<file path="src/rtl/seg7_scan_driver.sv">
// Holds a two-nibble value captured on load and scans it onto a common-anode
// 4-digit seven-segment display (ones, gap, tens, gap), all outputs active-low.
module seg7_scan_driver #(
  parameter int REFRESH_DIV     = 50000,
  parameter int GAP_CYCLES      = 16,
  parameter int LEAD_ZERO_BLANK = 1
) (
  input  logic       clk,
  input  logic       reset,
  input  logic [3:0] BCD_ten,
  input  logic [3:0] BCD_one,
  input  logic       load,
  input  logic       enable,
  output logic [6:0] seg,
  output logic       dp,
  output logic [3:0] an
);

  localparam int CNT_MAX = (REFRESH_DIV > GAP_CYCLES) ?
                           ((REFRESH_DIV > 2) ? REFRESH_DIV : 2) :
                           ((GAP_CYCLES  > 2) ? GAP_CYCLES  : 2);
  localparam int CW = $clog2(CNT_MAX);
  localparam logic [CW-1:0] DIG_LAST = CW'(REFRESH_DIV - 1);
  localparam logic [CW-1:0] GAP_LAST = CW'((GAP_CYCLES > 0) ? GAP_CYCLES - 1 : 0);
  localparam bit HAS_GAP = (GAP_CYCLES > 0);

  typedef enum logic [1:0] {S_ONE, S_GAP1, S_TEN, S_GAP2} state_t;

  state_t          r_state, w_state_nxt;
  logic [CW-1:0]   r_cnt, w_cnt_nxt;
  logic [3:0]      r_ten_q, r_one_q;
  logic [3:0]      r_an, w_an;
  logic [6:0]      r_seg, w_seg;
  logic            w_last;

  function automatic logic [6:0] dec(input logic [3:0] v);
    case (v)
      4'h0: dec = 7'b1000000;
      4'h1: dec = 7'b1111001;
      4'h2: dec = 7'b0100100;
      4'h3: dec = 7'b0110000;
      4'h4: dec = 7'b0011001;
      4'h5: dec = 7'b0010010;
      4'h6: dec = 7'b0000010;
      4'h7: dec = 7'b1111000;
      4'h8: dec = 7'b0000000;
      4'h9: dec = 7'b0010000;
      4'hA: dec = 7'b0001000;
      4'hB: dec = 7'b0000011;
      4'hC: dec = 7'b1000110;
      4'hD: dec = 7'b0100001;
      4'hE: dec = 7'b0000110;
      default: dec = 7'b0001110;
    endcase
  endfunction

  always_ff @(posedge clk or negedge reset) begin
    if (!reset) begin
      r_state <= S_ONE;
      r_cnt   <= '0;
    end else begin
      r_state <= w_state_nxt;
      r_cnt   <= w_cnt_nxt;
    end
  end

  always_comb begin
    w_last      = (r_state == S_ONE || r_state == S_TEN) ? (r_cnt == DIG_LAST)
                                                         : (r_cnt == GAP_LAST);
    w_state_nxt = r_state;
    w_cnt_nxt   = w_last ? '0 : r_cnt + 1'b1;
    if (w_last) begin
      case (r_state)
        S_ONE:   w_state_nxt = HAS_GAP ? S_GAP1 : S_TEN;
        S_GAP1:  w_state_nxt = S_TEN;
        S_TEN:   w_state_nxt = HAS_GAP ? S_GAP2 : S_ONE;
        default: w_state_nxt = S_ONE;
      endcase
    end
  end

  // Enable only masks the drive; the scan keeps its phase underneath.
  always_comb begin
    w_an  = 4'b1111;
    w_seg = 7'b1111111;
    if (enable) begin
      case (r_state)
        S_ONE: begin
          w_an  = 4'b1110;
          w_seg = dec(r_one_q);
        end
        S_TEN: begin
          if (!(LEAD_ZERO_BLANK != 0 && r_ten_q == 4'h0)) begin
            w_an  = 4'b1101;
            w_seg = dec(r_ten_q);
          end
        end
        default: ;
      endcase
    end
  end

  always_ff @(posedge clk or negedge reset) begin
    if (!reset) begin
      r_ten_q <= 4'h0;
      r_one_q <= 4'h0;
      r_an    <= 4'b1111;
      r_seg   <= 7'b1111111;
    end else begin
      if (load) begin
        r_ten_q <= BCD_ten;
        r_one_q <= BCD_one;
      end
      r_an  <= w_an;
      r_seg <= w_seg;
    end
  end

  assign an  = r_an;
  assign seg = r_seg;
  assign dp  = 1'b1;

endmodule

</file>
<file path="config.mk">
export PLATFORM = sky130hd
export DESIGN_NAME = seg7_scan_driver
export DESIGN_NICKNAME = d
export VERILOG_FILES = /design/src/rtl/seg7_scan_driver.sv
export SDC_FILE = /design/constraint.sdc
export NUM_CORES = 1
export LEC_CHECK = 0
export CAP_MARGIN = 20
export CORE_ASPECT_RATIO = 0.75
export CORE_MARGIN = 5
export CORE_UTILIZATION = 35
export CTS_CLUSTER_DIAMETER = 60
export DETAILED_ROUTE_END_ITERATION = 8
export PLACE_DENSITY = 0.62
export SYNTH_ARGS = -nofsm -noshare
export SYNTH_HDL_FRONTEND = slang
export SYNTH_SLANG_ARGS = --single-unit
</file>
<file path="constraint.sdc">
create_clock -name clk -period 5.4 [get_ports clk]
set_input_delay 0.54 -clock clk [delete_from_list [all_inputs] [get_ports clk]]
set_output_delay 0.54 -clock clk [all_outputs]
set_load 0.01 [all_outputs]
</file>
# Word-level counts from Yosys, hierarchy flattened
# Memory sizes are Yosys's and may differ from the RTL's.
# Index checks and enable logic that the tools add are counted.
# Widths: inputs -> output; s select.
[word_totals] register_bits=37 inputBits=12 rom_bits=224 output_inout_bits=12 wordCells=25 memories=2
[memory_table] name="(no name shown)" depth=16 width=7 rd=1 rd_clocked_by_memory_dff=0 wr=0 line_no="37" rtl="case (v)"
[memory_table] name="(no name shown)" depth=16 width=7 rd=1 rd_clocked_by_memory_dff=0 wr=0 line_no="37"
[op_classes] addsub=1 n_mux=9 n_reduce_logical=3 eq_ne=4
[op_table] operator="$add 16x1->16 const B" count=1
[op_table] operator="$eq 16x16->1 const B" count=1
[op_table] operator="$eq 16x4->1 const B" count=1
[op_table] operator="$mux 16" count=1
[op_table] operator="$mux 7" count=2
[op_table] operator="$pmux 7 s2" count=1
[op_table] operator="$pmux 2 s3" count=1
[op_table] operator="$logic_not 4->1" count=1
[op_table] operator="$mux 2" count=2
[op_table] operator="$pmux 2 s2" count=1
[op_table] operator="$eq 2x1->1 const B" count=1
[op_table] operator="$eq 2x2->1 const B" count=1
[op_table] operator="$logic_not 2->1" count=1
[op_table] operator="$logic_or 1x1->1" count=1
[op_table] operator="$mux 1" count=1

# Depth between registers and ports, before layout
# Gate-level depths: netlist of the first run.
[logic_depth] depth_word=4 ltp_mapped=6 mapped_depth_nobuf=6

# Worst setup path after synthesis of the first run
# No wires, ideal clock.
[synth_path] path_type="register -> register" from="register r_cnt[8]" to="register r_state[1]" stages_incl_launch_ff=5 period_less_slack_ns=1.991 setup_ns=0.125 arrival_ns=1.866 t_required_ns=5.275 path_slack_ns=3.409 n_path_buf=0 path_cell_list="dfrtp_1 -> or4_1 -> or3_1 -> a21oi_4 -> mux2_4"
[synth_via] elab_chain_len=2 elab_cells_between_ends=3 cone_classes="eq/ne (2); mux (1)"
[synth_rtl] item="start, declared" line_no="30" rtl="logic [CW-1:0] r_cnt, w_cnt_nxt;"
[synth_rtl] item="start signal, assigned" line_no="63" rtl="r_cnt <= w_cnt_nxt;"
[synth_rtl] item="$eq 16x4->1 / $eq 16x16->1 (equally long branches)" line_no="69, 68"
[synth_rtl] item="$mux 1 *" line_no="68" rtl="w_last = (r_state == S_ONE || r_state == S_TEN) ? (r_cnt == DIG_LAST)"
[synth_rtl] item="end signal, assigned" line_no="62" rtl="r_state <= w_state_nxt;"
[synth_rtl] item="end, declared" line_no="29" rtl="state_t r_state, w_state_nxt;"
# Mark *: on every way between the ends. The rest lies on a longest branch, timed or not.
# A chain may end at the register's enable or synchronous reset.

# Worst setup path in the final report of the first run
# Ends and elaborated chain as after synthesis.

==> summary.txt, run 1 <==
Run status
  • Status: complete, no violations

STA
  • Maximum clock rate: between 400 and 500 MHz
  • Hold Fails Final Rpt: 0
  • Actual slew at the worst max-slew pin: 0.623 ns
  • Tmin final: 2.13 ns
  • Setup Skew: 0.0107 ns
  • Final setup viols: 0
  • Worst slew margin: 58.1%
  • RSZ-0062 raised after global routing: false
  • Period utilization: 39.4%
  • Max Slew Vio Count: 0
  • Worst hold slack: approximately 0.52 ns
  • Fin Setup TNS: 0 ns

Power
  • Pwr/cell area: 253 nW/um^2
  • Reg power frac: between 40% and 50%
  • Combinational share of power: 15.3%
  • NetSw: 158 uW
  • Pint: around 470 uW
  • Share of power burned in the clock network: 37.3%
  • Peak supply drop: 138 uV
  • Sw Share: 25.3%
  • Leakage: approximately 1.1 nW

Critical path
  • WS Path Type: flop to flop
  • CP required: 5.57 ns
  • Critical path data arrival time: 2.30 ns
  • Setup crit end kind: flop
  • Max FO, Critical Path: 10
  • Setup crit start kind: flop

GRT
  • GRT Util Overall: 11.1%
  • Initial antenna violation count: 0
  • Largest net degree at the start of global routing: 36
  • Total gr overflow: 0
  • First-pass GRT wire length: between 6000 and 7000 microns
  • Vias in the first global route: 1427

Synth
  • XOR/XNOR Fraction of Synth Area: ~5.8%
  • Multiplexer share of the synthesized area: under 10%
  • Compound-Gate Fraction of Synth Area: about an eighth
  • Cells after Synth: 210
  • Top cells by count, synth: dfrtp_1 (26), ha_1 (19), nor2_1 (19), nand2_1 (18), o21ai_0 (12)
  • Synth top area share: 30.8%
  • Sequential area share after synthesis: 42.0%
  • Most common cell in the netlist: dfrtp_1
  • Fraction of the mapped netlist area in adder cells: 11.2%
  • Post-synth EDFFs: 0
  • Main combinational cell family by area after synthesis: simple AND/OR/NAND/NOR gates
  • Synth cell types: 43
  • Register bit count reported by yosys: 35
  • Post-Syn Area: about 2100 sq um
  • Number of synthesis warnings: 0
  • Synth Area in Simple Gates: 18.2%
  • Biggest area consumer among synthesized cells: dfrtp_1
  • Syn avg cell area: 10.1 sq um
  • Synth async-reset ratio: 100%
  • Largest cells by area after synthesis: dfrtp_1 (31%), ha_1 (11%), dfstp_2 (11%)
  • Main flop type after synthesis: dfrtp_1

Detailed routing
  • DRC viols: 0
  • Vias per inst: approximately 5
  • WL final: 4040 microns
  • Pre-antenna DRT Iters: 4
  • DR vias: around 1500
  • ANT nets after route: 0
  • DRT iter0 DRCs: 110
  • Drt wl/cell: 13.1 microns

Die
  • Initial Util: a little over a third
  • Die height: 77.3 microns
  • Io pins: 24
  • Die Wd: roughly 100 microns
  • Die area: ~7700 sq um
  • Cell Rows: 24
  • Total core area: 5830 sq um

Placement
  • I/O Buffers: 20
  • Post-Place Cells: approximately 300
  • HPWL Detailed: approximately 3000 microns
  • Gpl congestion: roughly 0.85

Clock network
  • Cts repair resizes: 0
  • Clock Tree Root: clkbuf_8
  • Skew-Pair Late Insertion Delay: 0.29 ns
  • CTS tree: yes
  • CTS buffer count: 5
  • Clock Sinks: 35
  • Clock Tree Buf Depth: 2
  • Post-CTS Hold Fix Bufs: 0
  • Post-CTS Repair Setup Buffers: 0
  • H-tree levels: 2
  • Reg clk slew, reported paths: 0.08 ns

Worst hold path
  • Hold WC Path Type: flop to flop

Final layout
  • Util after Layout: 42.5%
  • Ant diodes: 0
  • Share of cells above drive strength 1: roughly 14%
  • # nets final: about 260
  • Layout area overhead: 17.1%
  • Finished Layout Cells: 307

Run
  • Max_cap viols: 0
==> layer usage <==
metal	global-route usage (%)	part of all wire (%)
met1	16.1	51
met4	4.50	1.5
met5	0	0
met3	3.45	5.5
met2	15.0	42
==> final cells by class <==
type	instances	area [sq um]
Clock buffer	5	68.8
Clock inverter	3	43.8
Multi-Input combinational cell	159	1150
Timing Repair Buffer	21	208
Inverter	6	22.5
Sequential cell	35	887
Fill cell	571	3350
Tap cell	78	97.6
==> registers in the layout, summed over array words and instances (netlist names) <==
register,flops
r_ten_q,4
r_state,2
an,2
seg,7
r_cnt,16
r_one_q,4
==> power by group through the flow <==
| stage | sequential (mW) | combinational, mW | clock [mW] |
|---|---|---|---|
| 2_1_floorplan | 0.295 | 0.0640 | 0 |
| 3_3_place_gp | 0.301 | 0.0962 | 0 |
| 3_5_place_dp | 0.301 | 0.0964 | 0 |
| 4_1_cts | 0.296 | 0.0967 | 0.241 |
| 5_1_grt | 0.299 | 0.107 | 0.254 |
| 6_report | 0.296 | 0.0959 | 0.233 |
==> through the flow <==
| step | setup WS (ns) | instance area [sq um] | total power, mW |
|---|---|---|---|
| 2_1_floorplan | 3.41 | 2120 | 0.359 |
| 3_3_place_gp | 3.33 | 2360 | 0.397 |
| 3_5_place_dp | 3.30 | 2360 | 0.398 |
| 4_1_cts | 3.28 | 2470 | 0.634 |
| 5_1_grt | 3.16 | 2470 | 0.661 |
| 6_report | 3.27 | 2470 | 0.625 |
==> worst max-delay path, cell delays in order (launching register included) <==
cell and delay (ns):
dfrtp_1 0.44, or4_1 0.55, or3_1 0.37, a21oi_4 0.31
mux2_4 0.33
==> placed cells by master, fill, tap and decap left out, types with 5 or more instances in the layout <==
cell / count
mux2_2: 6
ha_1: 19
o31ai_1: 5
dfstp_2: 9
nand2_1: 18
xnor2_1: 6
xor2_1: 8
nand3_1: 9
clkdlybuf4s50_1: 20
a221o_1: 5
inv_1: 6
clkbuf_8: 5
dfrtp_1: 26
o21ai_0: 12
nor2b_1: 7
nor2_1: 19
==> kinds of logic after synthesis <==
group,after synthesis
AO/OA/AOI/OAI,36
XOR/XNOR,14
adder cells (fa/ha/maj),19
AND/OR/NAND/NOR,76
flip-flops,35
buffers and inverters,18
multiplexers,11
other,1
==> path summary, 6_finish.rpt <==
| path | start | endpoint | slack [ns] | depth (start not counted) |
|---|---|---|---|---|
| worst max-delay path | r_cnt[8] | r_state[1] | 3.27 | 4 |
| worst min-delay path | r_cnt[5] | r_cnt[5] | 0.52 | 1 |
| worst max register to register | r_cnt[8] | r_state[1] | 3.27 | 4 |
| worst min register to register | r_cnt[5] | r_cnt[5] | 0.52 | 1 |
| max in group asynchronous | reset | seg[1] | 4.39 | 2 |
| min in group asynchronous | reset | r_cnt[14] | 0.66 | 2 |
Power figures use the tool's default switching activity.
==> run 2, diff against run 1 <==
clock period = 2.2 ns   (was 5.4 ns; I/O delays follow)
==> summary.txt, run 2 (same netlist as run 1, synthesis figures left out) <==
GRT
  • GRT Util Overall: 11.4% (+0.34 points)
  • Vias in the first global route: 1400 (-1.9%)
  • Total gr overflow: 0 (unchanged)
  • First-pass GRT wire length: 6980 microns (+2.8%)
  • Initial antenna violation count: 0 (unchanged)
  • Largest net degree at the start of global routing: 36 (unchanged)

Placement
  • Post-Place Cells: 301 (+0.67%)
  • I/O Buffers: 20 (unchanged)
  • Placed cell areas: 2380 sq um (+0.64%)
  • Gpl congestion: 0.885 (+4.3%)
  • HPWL Detailed: 3070 microns (+3.3%)

STA
  • Worst hold slack: 0.340 ns (-0.182 ns)
  • RSZ-0062 raised after global routing: false
  • Period utilization: 92.1% (+53 points)
  • Fin Setup TNS: 0 ns (unchanged)
  • Actual slew at the worst max-slew pin: 0.674 ns (+0.0515 ns)
  • Max Slew Vio Count: 0 (unchanged)
  • Setup Skew: 0.00672 ns (-0.00397 ns)
  • Maximum clock rate: 494 MHz (+5.0%)
  • Final setup viols: 0 (unchanged)
  • Hold Fails Final Rpt: 0 (unchanged)
  • Worst slew margin: 54.6% (-3.5 points)
  • Tmin final: 2.03 ns (-0.101 ns)

Critical path
  • Critical path data arrival time: 2.19 ns (-0.11 ns)
  • Max FO, Critical Path: 6 (-4)
  • CP max-delay cell: or4_1
  • CP required: 2.37 ns (-3.20 ns)
  • Max stage delay on crit path: 0.56 ns (about the same)
  • Crit-path leading delay family: simple AND/OR/NAND/NOR gates
  • CP cell instances: or4_1, or3_1, a21oi_4, mux2_4
  • WS Path Type: flop to flop
  • Setup crit start kind: flop
  • CP bufs+invs: 0 (unchanged)
  • Setup crit end kind: flop

Die
  • Total core area: 5830 sq um (unchanged)
  • Die Wd: 99.7 microns (unchanged)
  • Cell Rows: 24 (unchanged)
  • Die height: 77.3 microns (unchanged)
  • Io pins: 24 (unchanged)
  • Initial Util: 36.3% (unchanged)
  • Die area: 7710 sq um (unchanged)

Detailed routing
  • ANT nets after route: 0 (unchanged)
  • WL final: 4110 microns (+1.9%)
  • Pre-antenna DRT Iters: 4 (unchanged)
  • Drt wl/cell: 13.3 microns (+1.2%)
  • Vias per inst: 4.90 (-1.6%)
  • DR vias: 1515 (-0.92%)
  • DRC viols: 0 (unchanged)
  • DRT iter0 DRCs: 119 (+8.2%)

Clock network
  • Clock Sinks: 35 (unchanged)
  • Reg clk slew, reported paths: 0.07 ns (about the same)
  • Cts repair resizes: 0 (unchanged)
  • Skew-Pair Late Insertion Delay: 0.29 ns (about the same)
  • Post-CTS Repair Setup Buffers: 0 (unchanged)
  • CTS buffer count: 5 (unchanged)
  • Clock Tree Root: clkbuf_8
  • H-tree levels: 2 (unchanged)
  • Clock Tree Buf Depth: 2 (unchanged)
  • Post-CTS Hold Fix Bufs: 0 (unchanged)
  • CTS tree: yes

Run status
  • Status: complete, no violations

Power
  • Leakage: 1.05 nW (about the same)
  • Pwr/cell area: 585 nW/um^2 (+130%)
  • Peak supply drop: 185 uV (+34%)

Final layout
  • Most frequent cells in the layout: dfrtp_1 (26), clkdlybuf4s50_1 (20), nor2_1 (19), ha_1 (19), nand2_1 (18)
  • Finished Layout Cells: 309 (+0.65%)
  • Share of cells above drive strength 1: 13.9% (+0.32 points)
  • Layout area overhead: 16.8%
  • # nets final: 261 (+0.77%)
  • Util after Layout: 42.4% (-0.11 points)
  • Commonest non-fill, non-tap cell in the layout: dfrtp_1
  • Final Cell Area: 2470 sq um (-0.25%)
  • Ant diodes: 0 (unchanged)
  • Max reg flops: 16 (unchanged)
  • Most flops, register: r_cnt

Worst hold path
  • Hold WC Path Type: primary input to asynchronous set/reset pin

Run
  • Max_cap viols: 0 (unchanged)
==> run 2: changes by cell type in the layout (fill, tap and decap cells not counted) <==
cell       change
bufinv_16      -1
buf_4          +2
clkbuf_8       +1
clkinv_4       -1
clkbuf_1       +1
==> run 2: metrics by stage <==
stage	total power, mW	setup slack (ns)
final	1.44	0.175
after global routing	1.53	0.119
after CTS	1.47	0.169
after detailed placement	0.981	0.196
after global placement	0.977	0.242
after floorplan	0.880	0.209
==> run 2: routing by layer <==
metal,part of all wire [%],wire length [microns],vias to the layer above,global-route usage (%)
li1,-,-,771,-
met1,52,2130,703,16.6
met2,40,1670,36,15.2
met3,6.3,257,5,3.45
met4,1.4,57,0,5.32
met5,0,0,-,0
==> run 2: power by group <==
group / switching, mW / internal, mW / total [mW]
sequential: 0.0438 / 0.683 / 0.727
combinational: 0.112 / 0.128 / 0.240
clock: 0.225 / 0.252 / 0.478
total: 0.381 / 1.06 / 1.44
==> run 2: area by class of cell <==
class | count | area [sq um]
Clock buffer | 7 | 86.3
Clock inverter | 1 | 5.00
Fill cell | 579 | 3360
Inverter | 6 | 22.5
Multi-Input combinational cell | 159 | 1150
Sequential cell | 35 | 887
Tap cell | 78 | 97.6
Timing Repair Buffer | 23 | 223
==> run 2: worst paths after layout <==
| kind | to | slack [ns] | cells past startpoint | startpoint |
|---|---|---|---|---|
| max | r_state[1] | 0.17 | 4 | r_cnt[8] |
| min | r_cnt[3] | 0.34 | 2 | reset |
| max reg2reg | r_state[1] | 0.17 | 4 | r_cnt[8] |
| min reg2reg | r_cnt[12] | 0.52 | 1 | r_cnt[12] |
| max in group asynchronous | seg[4] | 1.52 | 2 | reset |
| min in group clk | r_one_q[0] | 0.50 | 3 | BCD_one[0] |
==> run 3, diff against run 2 <==
ABC_AREA = 1   (was default)
CORE_UTILIZATION = 55   (was 35)
PLACE_DENSITY = 0.86   (was 0.62)
==> summary.txt, run 3 <==
Clock network
  • CTS tree: yes
  • Reg clk slew, reported paths: 0.07 ns (about the same)
  • H-tree levels: 2 (unchanged)
  • Clock Sinks: 35 (unchanged)
  • CTS buffer count: 5 (unchanged)
  • Clock Tree Buf Depth: 2 (unchanged)
  • Post-CTS Hold Fix Bufs: 0 (unchanged)
  • Skew-Pair Late Insertion Delay: 0.29 ns (about the same)
  • Clock Tree Root: clkbuf_8
  • Cts repair resizes: 0 (unchanged)
  • Post-CTS Repair Setup Buffers: 0 (unchanged)

STA
  • RSZ-0062 raised after global routing: false
  • Tmin final: 1.58 ns (-0.446 ns)
  • Hold Fails Final Rpt: 0 (unchanged)
  • Max Slew Vio Count: 0 (unchanged)
  • Maximum clock rate: 633 MHz (+28%)
  • Fin Setup TNS: 0 ns (unchanged)
  • Setup Skew: 0.0108 ns (+0.00405 ns)
  • Final setup viols: 0 (unchanged)
  • Period utilization: 71.8% (-20 points)
  • Worst hold slack: 0.325 ns (-0.0155 ns)

GRT
  • Met2 GRT Util: 24.8% (+9.6 points)
  • Initial antenna violation count: 0 (unchanged)
  • Largest net degree at the start of global routing: 36 (unchanged)
  • Vias in the first global route: 1692 (+21%)
  • Total gr overflow: 0 (unchanged)
  • Grt peak-use layer: met1
  • GR Util met3: 4.39% (+0.94 points)
  • GRT Util Overall: 17.7% (+6.2 points)
  • First-pass GRT wire length: 7760 microns (+11%)
  • Met1 Use GR: 25.6% (+9.0 points)

Critical path
  • Setup crit start kind: flop
  • R2R Path End: seg[5]
  • Capture point of the worst path: seg[5]
  • CP required: 2.39 ns (+0.02 ns)
  • Worst reg2reg setup slack: 0.62 ns (+0.45 ns)
  • WS Path Type: flop to flop
  • Critical path data arrival time: 1.77 ns (-0.42 ns)
  • CP startpoint: r_state[0]
  • Max FO, Critical Path: 8 (+2)
  • Setup crit end kind: flop
  • Worst Reg-to-Reg Cells: 5 (+1)
  • R2R Path Start: r_state[0]

Detailed routing
  • WL final: 4550 microns (+11%)
  • Pre-antenna DRT Iters: 4 (unchanged)
  • ANT nets after route: 0 (unchanged)
  • Drt wl/cell: 12.2 microns (-8.0%)
  • DRT iter0 DRCs: 225 (+89%)
  • DR vias: 1913 (+26%)
  • DRC viols: 0 (unchanged)
  • Vias per inst: 5.14 (+4.9%)

Synth
  • Largest cells by area after synthesis: dfrtp_1 (29%), nand2_1 (11%), ha_1 (10%)
  • Synth top area share: 28.7% (-2.1 points)
  • Cells after Synth: 294 (+40%)
  • Top cells by count, synth: nand2_1 (68), inv_1 (38), nor2_1 (35), dfrtp_1 (26), nand3_1 (26)
  • Post-Syn Area: 2260 sq um (+7.2%)
  • Syn avg cell area: 7.70 sq um (-23%)
  • Register bit count reported by yosys: 35 (unchanged)
  • Biggest area consumer among synthesized cells: dfrtp_1
  • Most common cell in the netlist: nand2_1
  • Main flop type after synthesis: dfrtp_1
  • Number of synthesis warnings: 0 (unchanged)
  • Sequential area share after synthesis: 39.2% (-2.8 points)
  • Synth cell types: 30 (-30%)
  • Synth async-reset ratio: 100% (unchanged)
  • Post-synth EDFFs: 0 (unchanged)

Final layout
  • Layout area overhead: 14.6%
  • Most frequent cells in the layout: nand2_1 (68), inv_1 (38), nor2_1 (35)
  • Ant diodes: 0 (unchanged)
  • Max reg flops: 16 (unchanged)
  • # nets final: 347 (+33%)
  • Layout fillers: 344 (-41%)
  • Share of cells above drive strength 1: 11.0% (-2.8 points)
  • Most flops, register: r_cnt
  • Finished Layout Cells: 372 (+20%)
  • Commonest non-fill, non-tap cell in the layout: nand2_1

Die
  • Initial Util: 56.6% (+20 points)
  • Die height: 65.6 microns (-15%)
  • Die area: 5510 sq um (-28%)
  • Cell Rows: 20 (-17%)
  • Total core area: 4000 sq um (-31%)
  • Die Wd: 84.1 microns (-16%)
  • Io pins: 24 (unchanged)

Run
  • Max_cap viols: 0 (unchanged)

Placement
  • Gpl congestion: 0.905 (+2.3%)
  • Post-Place Cells: 364 (+21%)
  • HPWL Detailed: 3440 microns (+12%)
  • I/O Buffers: 20 (unchanged)

Worst hold path
  • Hold WC Path Type: primary input to asynchronous set/reset pin

Power
  • Pwr/cell area: 558 nW/um^2 (-4.7%)
  • Peak supply drop: 294 uV (+59%)
  • Pwr Total: 1.45 mW (+0.25%)
  • Leakage: 1.29 nW (+23%)

Run status
  • Status: complete, no violations
==> run 3: cell count changes after synthesis, sizes merged, moves of 5 or more <==
cell | before | now
xnor2 | 6 | 0
o21ai | 12 | 20
inv | 6 | 40
nand3 | 9 | 29
clkbuf | 7 | 1
nand2 | 18 | 74
nor2b | 7 | 0
a221o | 5 | 0
o31ai | 5 | 0
mux2 | 7 | 0
nor2 | 19 | 39
==> run 3: report_power, final <==
| group | internal (mW) | total (mW) | switching (mW) |
|---|---|---|---|
| Clock | 0.285 | 0.512 | 0.227 |
| Sequential | 0.683 | 0.707 | 0.0243 |
| Combinational | 0.0968 | 0.229 | 0.132 |
==> run 3: kinds of logic (layout without fill, tap and decap cells) <==
group / Yosys count / in the layout / share of synthesized area [%]
xor gates and xnor gates: 8 / 8 / 3.09
and+or+nand+nor: 148 / 148 / 29.3
buffers and inverters: 48 / 69 / 8.95
DFF: 35 / 35 / 39.2
AOI/OAI and AO/OA: 35 / 35 / 8.84
adders and majority gates: 19 / 19 / 10.5
other: 1 / 3 / 0.166
==> run 3: per-stage QoR <==
stage | setup slack (ns) | cell area (sq um) | util, %
after global placement | 0.715 | 2500 | 62.3
final | 0.621 | 2600 | 64.8
after detailed placement | 0.653 | 2500 | 62.3
after floorplan | 0.831 | 2270 | -
after CTS | 0.645 | 2600 | 64.8
after global routing | 0.448 | 2600 | 64.8
==> run 3: final cells by class <==
class / count / area (sq um) / area share (%)
timing repair buffer: 21 / 208 / 8.00
clock buffer: 8 / 100 / 3.86
sequential: 35 / 887 / 34.2
multi-input combinational: 213 / 1180 / 45.5
tap: 55 / 68.8 / 2.65
inverter: 40 / 150 / 5.78
==> run 3: layer usage <==
layer | up-vias | share of wire [%]
met4 | 0 | 2.5
met1 | 858 | 49
met2 | 76 | 40
li1 | 967 | -
met5 | - | 0
met3 | 12 | 8.9
==> run 3: worst min-delay path by stage <==
| stage | slack (ns) | startpoint | end |
|---|---|---|---|
| final | 0.32 | reset | r_cnt[12] |
| after detailed placement | 0.51 | r_cnt[2] | r_cnt[2] |
| after CTS | 0.34 | reset | r_cnt[11] |
| after global placement | 0.51 | r_cnt[2] | r_cnt[2] |
| after floorplan | -0.08 | reset | r_cnt[0] |
| after global routing | 0.36 | reset | r_cnt[12] |
==> run 3: worst max-delay path, cell delays in order (launching register included) <==
cell and delay, ns:
dfrtp_1 0.46, inv_2 0.12, ha_1 0.30, nor2_1 0.09, nor2_1 0.34, o211ai_1 0.17
